--- src/rtl/prog_loader.sv ---
// prog_loader: serial program loader that writes host bytes into program RAM.
//
// A host shifts bytes in over a 3-wire link (sck, mosi, cs_n), MSB first.
// Each completed byte is written to RAM at consecutive addresses from 0. Every
// write is an address-load strobe followed by a data-write strobe on the
// shared RAM bus. The CPU is held while a frame is active.
//
// Ports:
//   clk, rst_n        system clock, asynchronous active-low reset
//   sck, mosi, cs_n   host serial link, asynchronous to clk
//   mem_addr_enable   RAM address-register load strobe
//   mem_write_enable  RAM write strobe
//   mem_bus_out       RAM bus drive: zero-extended address or data, else 0
//   cpu_hold          high while a load frame is active
//   done              high after a frame completes, until the next frame
//   overflow          frame carried more bytes than the RAM holds
//   byte_count        bytes written in the current/last frame
//   checksum          mod-2^WIDTH sum of the bytes written
//
// state | meaning
// ------+--------------------------------------------------------------
// IDLE  | after reset, waiting for the first cs_n fall
// SHIFT | frame active, collecting serial bits
// ADDR  | address strobe for the byte just received
// WRITE | data strobe; address, byte_count and checksum advance
// DONE  | frame closed, results held until the next cs_n fall

module prog_loader #(
    parameter int WIDTH         = 8,
    parameter int ADDRESS_WIDTH = 4
) (
    input  logic                     clk,
    input  logic                     rst_n,
    input  logic                     sck,
    input  logic                     mosi,
    input  logic                     cs_n,
    output logic                     mem_addr_enable,
    output logic                     mem_write_enable,
    output logic [WIDTH-1:0]         mem_bus_out,
    output logic                     cpu_hold,
    output logic                     done,
    output logic                     overflow,
    output logic [ADDRESS_WIDTH:0]   byte_count,
    output logic [WIDTH-1:0]         checksum
);

    localparam int BCW = $clog2(WIDTH + 1);

    typedef enum logic [2:0] {
        IDLE,
        SHIFT,
        ADDR,
        WRITE,
        DONE
    } state_t;

    state_t                   state;
    logic [1:0]               sck_sync;
    logic [1:0]               mosi_sync;
    logic [1:0]               cs_sync;
    logic                     sck_prev;
    logic                     cs_prev;
    logic [WIDTH-1:0]         shift_reg;
    logic [WIDTH-1:0]         data_reg;
    logic [BCW-1:0]           bit_cnt;
    logic                     byte_ready;
    logic [ADDRESS_WIDTH-1:0] address;

    logic             sck_rise;
    logic             cs_fall;
    logic             cs_low;
    logic             in_frame;
    logic [WIDTH-1:0] shift_next;

    // cs_n synchronisers come out of reset at the idle (high) level so a host
    // already idling does not look like a frame edge.
    always_ff @(posedge clk or negedge rst_n) begin
        if (!rst_n) begin
            sck_sync  <= '0;
            mosi_sync <= '0;
            cs_sync   <= '1;
            sck_prev  <= 1'b0;
            cs_prev   <= 1'b1;
        end else begin
            sck_sync  <= {sck_sync[0], sck};
            mosi_sync <= {mosi_sync[0], mosi};
            cs_sync   <= {cs_sync[0], cs_n};
            sck_prev  <= sck_sync[1];
            cs_prev   <= cs_sync[1];
        end
    end

    assign sck_rise   = sck_sync[1] & ~sck_prev;
    assign cs_fall    = cs_prev & ~cs_sync[1];
    assign cs_low     = ~cs_sync[1];
    assign in_frame   = (state == SHIFT) || (state == ADDR) || (state == WRITE);
    assign shift_next = {shift_reg[WIDTH-2:0], mosi_sync[1]};

    always_ff @(posedge clk or negedge rst_n) begin
        if (!rst_n) begin
            state            <= IDLE;
            shift_reg        <= '0;
            data_reg         <= '0;
            bit_cnt          <= '0;
            byte_ready       <= 1'b0;
            address          <= '0;
            mem_addr_enable  <= 1'b0;
            mem_write_enable <= 1'b0;
            mem_bus_out      <= '0;
            cpu_hold         <= 1'b0;
            done             <= 1'b0;
            overflow         <= 1'b0;
            byte_count       <= '0;
            checksum         <= '0;
        end else begin
            mem_addr_enable  <= 1'b0;
            mem_write_enable <= 1'b0;
            mem_bus_out      <= '0;

            // The shifter keeps running during ADDR/WRITE so a byte that
            // starts right behind the previous one is not lost. Host timing
            // guarantees byte_ready is consumed long before the next byte
            // can complete.
            if (in_frame && cs_low && sck_rise) begin
                if (bit_cnt == BCW'(WIDTH - 1)) begin
                    shift_reg  <= shift_next;
                    data_reg   <= shift_next;
                    bit_cnt    <= '0;
                    byte_ready <= 1'b1;
                end else begin
                    shift_reg  <= shift_next;
                    bit_cnt    <= bit_cnt + BCW'(1);
                end
            end

            case (state)
                IDLE, DONE: begin
                    if (cs_fall) begin
                        state      <= SHIFT;
                        shift_reg  <= '0;
                        bit_cnt    <= '0;
                        byte_ready <= 1'b0;
                        address    <= '0;
                        byte_count <= '0;
                        checksum   <= '0;
                        overflow   <= 1'b0;
                        done       <= 1'b0;
                        cpu_hold   <= 1'b1;
                    end
                end

                SHIFT: begin
                    // A completed byte is handled before a frame close so a
                    // byte finishing just ahead of the cs_n rise still lands.
                    if (byte_ready) begin
                        byte_ready <= 1'b0;
                        if (!byte_count[ADDRESS_WIDTH]) begin
                            state           <= ADDR;
                            mem_addr_enable <= 1'b1;
                            mem_bus_out     <= WIDTH'(address);
                        end else begin
                            overflow <= 1'b1;
                        end
                    end else if (!cs_low) begin
                        state    <= DONE;
                        cpu_hold <= 1'b0;
                        done     <= 1'b1;
                    end
                end

                ADDR: begin
                    state            <= WRITE;
                    mem_write_enable <= 1'b1;
                    mem_bus_out      <= data_reg;
                end

                WRITE: begin
                    address    <= address + ADDRESS_WIDTH'(1);
                    byte_count <= byte_count + (ADDRESS_WIDTH + 1)'(1);
                    checksum   <= checksum + data_reg;
                    if (cs_low) begin
                        state <= SHIFT;
                    end else begin
                        state    <= DONE;
                        cpu_hold <= 1'b0;
                        done     <= 1'b1;
                    end
                end

                default: state <= IDLE;
            endcase
        end
    end

endmodule

--- config.mk ---
export PLATFORM = sky130hd
export DESIGN_NAME = prog_loader
export DESIGN_NICKNAME = d
export VERILOG_FILES = /design/src/rtl/prog_loader.sv
export SDC_FILE = /design/constraint.sdc
export NUM_CORES = 1
export LEC_CHECK = 0
export CORE_ASPECT_RATIO = 1.2
export CORE_MARGIN = 1.5
export CORE_UTILIZATION = 35
export DETAILED_ROUTE_END_ITERATION = 8
export PLACE_DENSITY = 0.65
export SYNTH_ARGS = -nofsm -noshare
export SYNTH_HDL_FRONTEND = slang
export SYNTH_SLANG_ARGS = --single-unit
--- constraint.sdc ---
create_clock -name clk -period 4.5 [get_ports clk]
set_input_delay 1.35 -clock clk [delete_from_list [all_inputs] [get_ports clk]]
set_output_delay 1.35 -clock clk [all_outputs]
set_load 0.05 [all_outputs]
* Word-level counts from Yosys, hierarchy flattened *
Index checks and enable logic that the tools add are counted.
W data, S select, Z words.

storage, ports and cells
  bits in latches = 0
  ROM bits = 0
  bits in writable memories = 0
  input port bits = 5
  register bits = 62
  logic and storage cells = 94
  memories = 0

cells by class
  eq/ne operators = 11
  add/sub/neg operators = 4
  bitwise gates (word level) = 4
  shift operators = 0
  magnitude comparators = 0
  reductions and logical operators = 14
  div/mod/pow operators = 0
  muxes and demuxes = 42
  multipliers = 0

operators by type and width
  kind                   number
  $mux W8                4
  $pmux W8 S2            2
  $mux W4                7
  $mux W1                16
  $mux W3                5
  $pmux W3 S4            1
  $pmux W5 S2            1
  $add A4 B1 Y4 const B  2
  $add A8 B8 Y8          1
  $ne A2 B2 Y1 const B   4
  $pmux W4 S2            1
  $eq A3 B2 Y1 const B   2
  $ne A3 B3 Y1 const B   2
  $pmux W1 S3            2
  $reduce_and A3 Y1      2
  $add A5 B1 Y5 const B  1
  $mux W5                1
  $eq A4 B3 Y1 const B   1
  $pmux W1 S2            2
  $reduce_and A2 Y1      2
  $reduce_and A4 Y1      1
  $reduce_bool A2 Y1     2
  $eq A3 B1 Y1 const B   1
  $eq A3 B3 Y1 const B   1
  other kinds (7)        11

* Depth between registers and ports, before layout *
Gate-level depths: netlist of the first run.

  word-level depth = 8
  depth in mapped cells = 8
  gate-level depth less buffers = 8

* Worst setup path before layout of the first run *
OpenSTA, ideal clock, no wires.

  path kind = register to register
  from = reg checksum[0]
  to = reg checksum[6]
  clock period less this slack = 2.061 ns
  stages on the path, launching flop included = 9
  library setup time = 0.130 ns
  arrival time = 1.932 ns
  data required time = 4.370 ns
  slack = 2.439 ns
  path buffers = 0
  cells stage by stage = dfrtp_1 ha_1 inv_1 fa_1 nor2b_1 o21ai_0 a21boi_0 or3_1 nand3_1

on the way
  cells in the longest elaborated chain, start to end = 2

ends and longest elaborated chain
  element                   RTL line  text
  start: declaration        44        output logic [WIDTH-1:0] checksum
  start signal: assignment  180       checksum <= checksum + data_reg;
  $add A8 B8 Y8             180
  $pmux W8 S2               136       case (state)

Every way passes these cells.
A chain may end at the register's enable or synchronous reset.

* Worst setup path after layout of the first run *
  from = reg byte_count[4]
  to = out byte_count[4]

RTL lines
  element                   RTL line  text
  start: declaration        43        output logic [ADDRESS_WIDTH:0] byte_count,
  start signal: assignment  179       byte_count <= byte_count + (ADDRESS_WIDTH + 1)'(1);

No word-level cell between the ends.

==> flow_summary_export.csv, run 1 <==
group,metric,value,unit
run_status,outcome,"finished, final reports clean",
finish,final_cells,382,
clock_network,cts_made_buffers,9,
drt,wl,5100,µm
synth,synth_seq_cells,61,
worst_setup_path,cp_slowest_cell,"clkdlybuf4s50_1",
synth,syn_area,2650,µm²
pwr,p_switching,298,µW
timing,worst_pin_slew,945,ps
die,initial_utilization,0.364,
synth,ys_types,45,
timing,relSlewSlack,0.367,
finish,diodes,0,
die,die_w,82.5,µm
placed_design,dp_hpwl,3510,µm
timing,finalSetupViolations,0,
worst_setup_path,crit_cells,1,
pwr,p_per_area,376,nW/µm²
drt,firstDrtPassIters,4,
pwr,seqPwrFrac,0.484,
synth,seq_area_frac_synth,0.577,
grt,antenna_found_initial,0,
clock_network,cts_hold_buf,0,
grt,grt_overflow,0,
synth,avgSynthCellArea,10.4,µm²
placed_design,place_area,3020,µm²
clock_network,cts_root_buffer,"clkbuf_8",
timing,rsz0062_at_grt,"no",
timing,max_freq,337,MHz
die,die_area,8110,µm²
finish,post-route-util,0.447,
drt,drt_iter0_markers,144,
timing,totalNegativeSetupSlack,0,ps
synth,async_reset_ff_frac,1.00,
placed_design,placed_cells,366,
timing,finalMaxSlewViolations,0,
placed_design,io_buffers,30,
worst_setup_path,crit_buf_inv,1,
worst_setup_path,r2r_cells,5,
synth,yosysWarnings,0,
clock_network,clkLatencyLatePin,340,ps
worst_setup_path,required,3150,ps
pwr,swShare,0.244,
synth,syn_inst,254,
worst_setup_path,crit_path_max_fanout,7,
die,die_height,98.3,µm
drt,drc,0,
worst_setup_path,crit_type,"flop to output pin",
die,num_rows,34,
timing,period_minus_slack,2970,ps
grt,grt_usage,0.149,
finish,area_growth,22.5,%
die,coreArea,7270,µm²
pwr,power_frac_comb,0.074,
drt,vias,1892,
die,io_pins,31,
worst_setup_path,crit_arrival,1620,ps
drt,viasPerCell,4.95,
drt,drtAntennaViolNets,0,
synth,synth_edf_count,0,
worst_hold_path,min_from,"sck_sync[0]",
pwr,p_clk_frac,0.442,
finish,drive_above_1_share,0.0925,
clock_network,clockBufferDepth,2,
worst_hold_path,hold_class,"flop to flop",
worst_hold_path,whs_path_depth,0,
synth,syn_nets,270,
clock_network,cts_tree,"built",
pwr,ir_worst_vdd,248,µV
worst_setup_path,max_stage_delay,840,ps
worst_setup_path,critPathLaunchType,"flop",
worst_setup_path,path_cells,"clkdlybuf4s50_1",
finish,fillCellCount,679,
clock_network,cts-htree-levels,3,
worst_setup_path,worstReg2RegStart,"cs_prev",
pwr,p_leak,1.47,nW
grt,grt_pass1_wl,9010,µm
drt,wl_per_cell,13.4,µm
run,max-cap-violations,0,
timing,hold_viol,0,
grt,grt_pass1_vias,1909,
finish,nets,303,
pwr,intPower,924,µW
clock_network,cts_sinks,61,
timing,post-route-period-util,0.659,
worst_setup_path,startpoint,"byte_count[4]",
grt,grt_max_degree,45,
worst_setup_path,crit_family,"buffers and inverters",
placed_design,routabilityCongestion,0.779,
worst_setup_path,end_kind,"output pin",
finish,stdcell_area,3250,µm²
timing,fin_skew,10.4,ps
clock_network,post-cts-setup-buffers,0,
synth,synth_ff_type,"dfrtp_1",
clock_network,cts_resized,0,
clock_network,clkTransAtPathRegs,70,ps
path summary, 6_finish.rpt:
path	slack [ps]	end
setup / recovery	1530	byte_count[4]
hold / removal	350	sck_sync[1]
setup reg to reg	2190	byte_count[2]
hold reg to reg	350	sck_sync[1]
max in group asynchronous	2480	cs_prev
min in group asynchronous	1160	mem_bus_out[4]
layer usage:
| metal | vias up | GRT usage | wire length (µm) | part of all wire |
|---|---|---|---|---|
| met5 | - | 0 | 0 | 0 |
| met4 | 0 | 0.0691 | 134 | 0.026 |
| met3 | 12 | 0.0449 | 175 | 0.034 |
| met2 | 30 | 0.233 | 2480 | 0.49 |
| met1 | 909 | 0.186 | 2310 | 0.45 |
| li1 | 941 | - | - | - |
Yosys cell counts (4+ instances only):
cell type | instances | area, µm²
inv_1 | 5 | 18.8
a22o_1 | 7 | 61.3
nand4_1 | 4 | 25.0
nand3_1 | 6 | 30.0
nor2_1 | 13 | 48.8
a21oi_1 | 14 | 70.1
ha_1 | 10 | 125
clkbuf_1 | 4 | 15.0
o21ai_0 | 19 | 95.1
buf_2 | 4 | 20.0
nand2_1 | 57 | 214
and2_1 | 4 | 25.0
nand2b_1 | 4 | 25.0
nor3_1 | 4 | 20.0
dfrtp_1 | 58 | 1450
cells by family (layout without fill, tap and decap cells):
logic type,Yosys count,after routing,share of synthesized area
simple gates,110,110,0.204
buf+inv,15,53,0.0245
flops,61,61,0.577
xor+xnor,6,6,0.0198
mux,1,1,0.00425
fa+ha+maj,11,11,0.0547
compound gates,50,50,0.116
power by group through the flow:
stage | logic (mW) | clock network [mW] | registers, mW
2_1_floorplan | 0.0425 | 0 | 0.614
3_3_place_gp | 0.0904 | 0 | 0.601
3_5_place_dp | 0.0913 | 0 | 0.602
4_1_cts | 0.0917 | 0.552 | 0.592
5_1_grt | 0.0983 | 0.580 | 0.595
6_report | 0.0899 | 0.540 | 0.592
layout by cell type, fill, tap and decap left out, types with 3 or more instances in the layout:
master	n
dfrtp_1	58
nand2_1	57
clkdlybuf4s50_1	29
o21ai_0	19
a21oi_1	14
nor2_1	13
ha_1	10
clkbuf_8	10
a22o_1	7
nand3_1	6
inv_1	5
nand2b_1	4
and2_1	4
nor3_1	4
nand4_1	4
xor2_1	3
xnor2_1	3
or3_1	3
dfstp_2	3
per-stage QoR:
stage | hold WS [ps] | total power [mW] | setup WS [ps]
final | 354 | 1.22 | 1530
after CTS | 355 | 1.24 | 1520
after global routing | 363 | 1.27 | 1470
after floorplan | 331 | 0.657 | 2440
after global placement | 334 | 0.692 | 1900
after detailed placement | 338 | 0.693 | 1890
layout make-up:
type / instances / area, µm² / area share
clock buffer: 10 / 138 / 0.0424
clock inverter: 6 / 86.3 / 0.0266
inverter: 6 / 22.5 / 0.00693
multi-input combinational: 178 / 1060 / 0.325
sequential: 61 / 1530 / 0.471
tap: 90 / 113 / 0.0347
timing repair buffer: 31 / 303 / 0.0932
No activity file was read; power rests on OpenSTA's default activity.
==> run 2, diff against run 1 <==
==> constraint.sdc (replaced) <==
create_clock -name clk -period 3 [get_ports clk]
set_input_delay 0.9 -clock clk [delete_from_list [all_inputs] [get_ports clk]]
set_output_delay 0.9 -clock clk [all_outputs]
set_load 0.05 [all_outputs]
==> run 2 against run 1 <==
Combinational power up 54%. Die area stayed put. Count of clock-buffer cells in the layout grew 2. Core utilization down 0.052 points. First-iteration DRC count decreased by 28%. Power increased by 43%. Via count is 2.2% higher. Worst hold slack worse by 4.8 ps. Final cell count up 0.52%. Flip-flop and latch count unchanged. Clock power is 33% higher. Non-clock buffer count increased by 2.
==> flow_summary_export.csv, run 2 (synthesis results as in run 1) <==
group,metric,value,unit
clock_network,cts_resized,0,
clock_network,cts_hold_buf,0,
worst_setup_path,crit_buf_inv,1,
drt,wl,5250,µm
pwr,p_leak,1.47,nW
worst_setup_path,crit_type,"flop to output pin",
clock_network,cts_made_buffers,9,
drt,drt_iter0_markers,104,
clock_network,cts_sinks,61,
placed_design,io_buffers,30,
timing,max_freq,395,MHz
clock_network,cts_root_buffer,"clkbuf_8",
worst_setup_path,rr_endpoint,"checksum[7]",
clock_network,clockBufferDepth,2,
placed_design,dp_hpwl,3680,µm
pwr,p_total,1.75,mW
worst_setup_path,max_stage_delay,840,ps
grt,grt_usage,0.148,
worst_setup_path,worstReg2RegStart,"cs_prev",
timing,fin_skew,16.1,ps
worst_setup_path,crit_path_end,"byte_count[4]",
pwr,p_switching,442,µW
worst_setup_path,reg2reg_slack,840,ps
die,coreArea,7270,µm²
die,initial_utilization,0.364,
pwr,seqPwrFrac,0.509,
die,die_area,8110,µm²
timing,layout_setup_ws,466,ps
pwr,p_clk_frac,0.412,
timing,relSlewSlack,0.394,
clock_network,post-cts-setup-buffers,0,
finish,final_cells,384,
timing,finalSetupViolations,0,
worst_setup_path,path_cells,"clkdlybuf4s50_1",
worst_setup_path,startpoint,"byte_count[4]",
die,die_w,82.5,µm
worst_setup_path,required,2100,ps
run,max-cap-violations,0,
timing,hold_viol,0,
timing,post-route-period-util,0.845,
worst_hold_path,hold_class,"flop to flop",
finish,fillCellCount,678,
timing,rsz0062_at_grt,"no",
pwr,ir_worst_vdd,329,µV
finish,diodes,0,
clock_network,cts_tree,"built",
finish,stdcell_area,3240,µm²
drt,drc,0,
placed_design,routabilityCongestion,0.831,
grt,antenna_found_initial,0,
finish,mostFrequentLayoutCells,"dfrtp_1, nand2_1, clkdlybuf4s50_1, o21ai_0, a21oi_1",
drt,vias,1933,
grt,grt_overflow,0,
placed_design,placed_cells,368,
grt,grt_pass1_wl,8990,µm
placed_design,place_area,3050,µm²
finish,nets,305,
timing,totalNegativeSetupSlack,0,ps
worst_setup_path,end_kind,"output pin",
worst_setup_path,r2r_cells,5,
worst_setup_path,critPathLaunchType,"flop",
worst_setup_path,crit_path_max_fanout,7,
finish,area_growth,22.4,%
drt,drtAntennaViolNets,0,
die,die_height,98.3,µm
drt,viasPerCell,5.03,
timing,period_minus_slack,2530,ps
drt,firstDrtPassIters,7,
clock_network,cts-htree-levels,3,
die,num_rows,34,
worst_setup_path,crit_family,"buffers and inverters",
clock_network,clkTransAtPathRegs,80,ps
timing,worst_pin_slew,906,ps
worst_setup_path,cp_slowest_cell,"clkdlybuf4s50_1",
pwr,intPower,1.30,mW
die,io_pins,31,
timing,finalMaxSlewViolations,0,
finish,final_common_cell,"dfrtp_1",
pwr,swShare,0.253,
grt,grt_max_degree,34,
drt,wl_per_cell,13.7,µm
placed_design,pre_cts_slack,804,ps
grt,grt_pass1_vias,1866,
clock_network,clkLatencyLatePin,330,ps
pwr,power_frac_comb,0.079,
worst_setup_path,crit_cells,1,
worst_setup_path,crit_arrival,1630,ps
pwr,p_per_area,538,nW/µm²
run_status,outcome,"finished, final reports clean",
finish,drive_above_1_share,0.0918,
## run 2: changes by cell type in the layout (fill, tap and decap cells not counted)
cell	change
clkbuf_1	+2
buf_12	+1
buf_4	+1
bufinv_16	-1
clkinv_4	-1
## run 2: final cells by class
cell class,count,area [µm²],share of cell area
multi-input combinational,178,1060,0.325
clock inverter,4,47.5,0.0147
sequential,61,1530,0.472
timing repair buffer,33,330,0.102
clock buffer,12,145,0.0447
tap,90,113,0.0347
inverter,6,22.5,0.00694
## run 2: power groups by stage
stage | clock (mW) | combinational [mW] | sequential, mW
floorplan | 0 | 0.0637 | 0.921
global placement | 0 | 0.139 | 0.902
detailed placement | 0 | 0.140 | 0.903
CTS | 0.731 | 0.141 | 0.888
global route | 0.765 | 0.155 | 0.893
finish | 0.720 | 0.138 | 0.888
## run 2: stage by stage
stage	util	hold slack, ps
2_1_floorplan	-	331
6_report	0.446	349
5_1_grt	0.446	358
3_5_place_dp	0.420	336
4_1_cts	0.446	351
3_3_place_gp	0.420	332
## run 2: worst min path at each step
stage,from,endpoint,depth (start not counted),slack [ps]
finish,mosi_sync[0],mosi_sync[1],0,350
global route,sck_sync[0],sck_sync[1],0,360
CTS,mosi_sync[0],mosi_sync[1],0,350
detailed placement,mosi_sync[0],mosi_sync[1],0,340
global placement,mosi_sync[0],mosi_sync[1],0,330
floorplan,mosi_sync[0],mosi_sync[1],0,330
## run 2: metal layers
layer / GRT usage / share of wire / vias to the layer above
met5: 0 / 0 / -
met4: 0.0561 / 0.019 / 0
met3: 0.0495 / 0.032 / 8
met2: 0.224 / 0.49 / 32
met1: 0.193 / 0.46 / 942
li1: - / - / 951
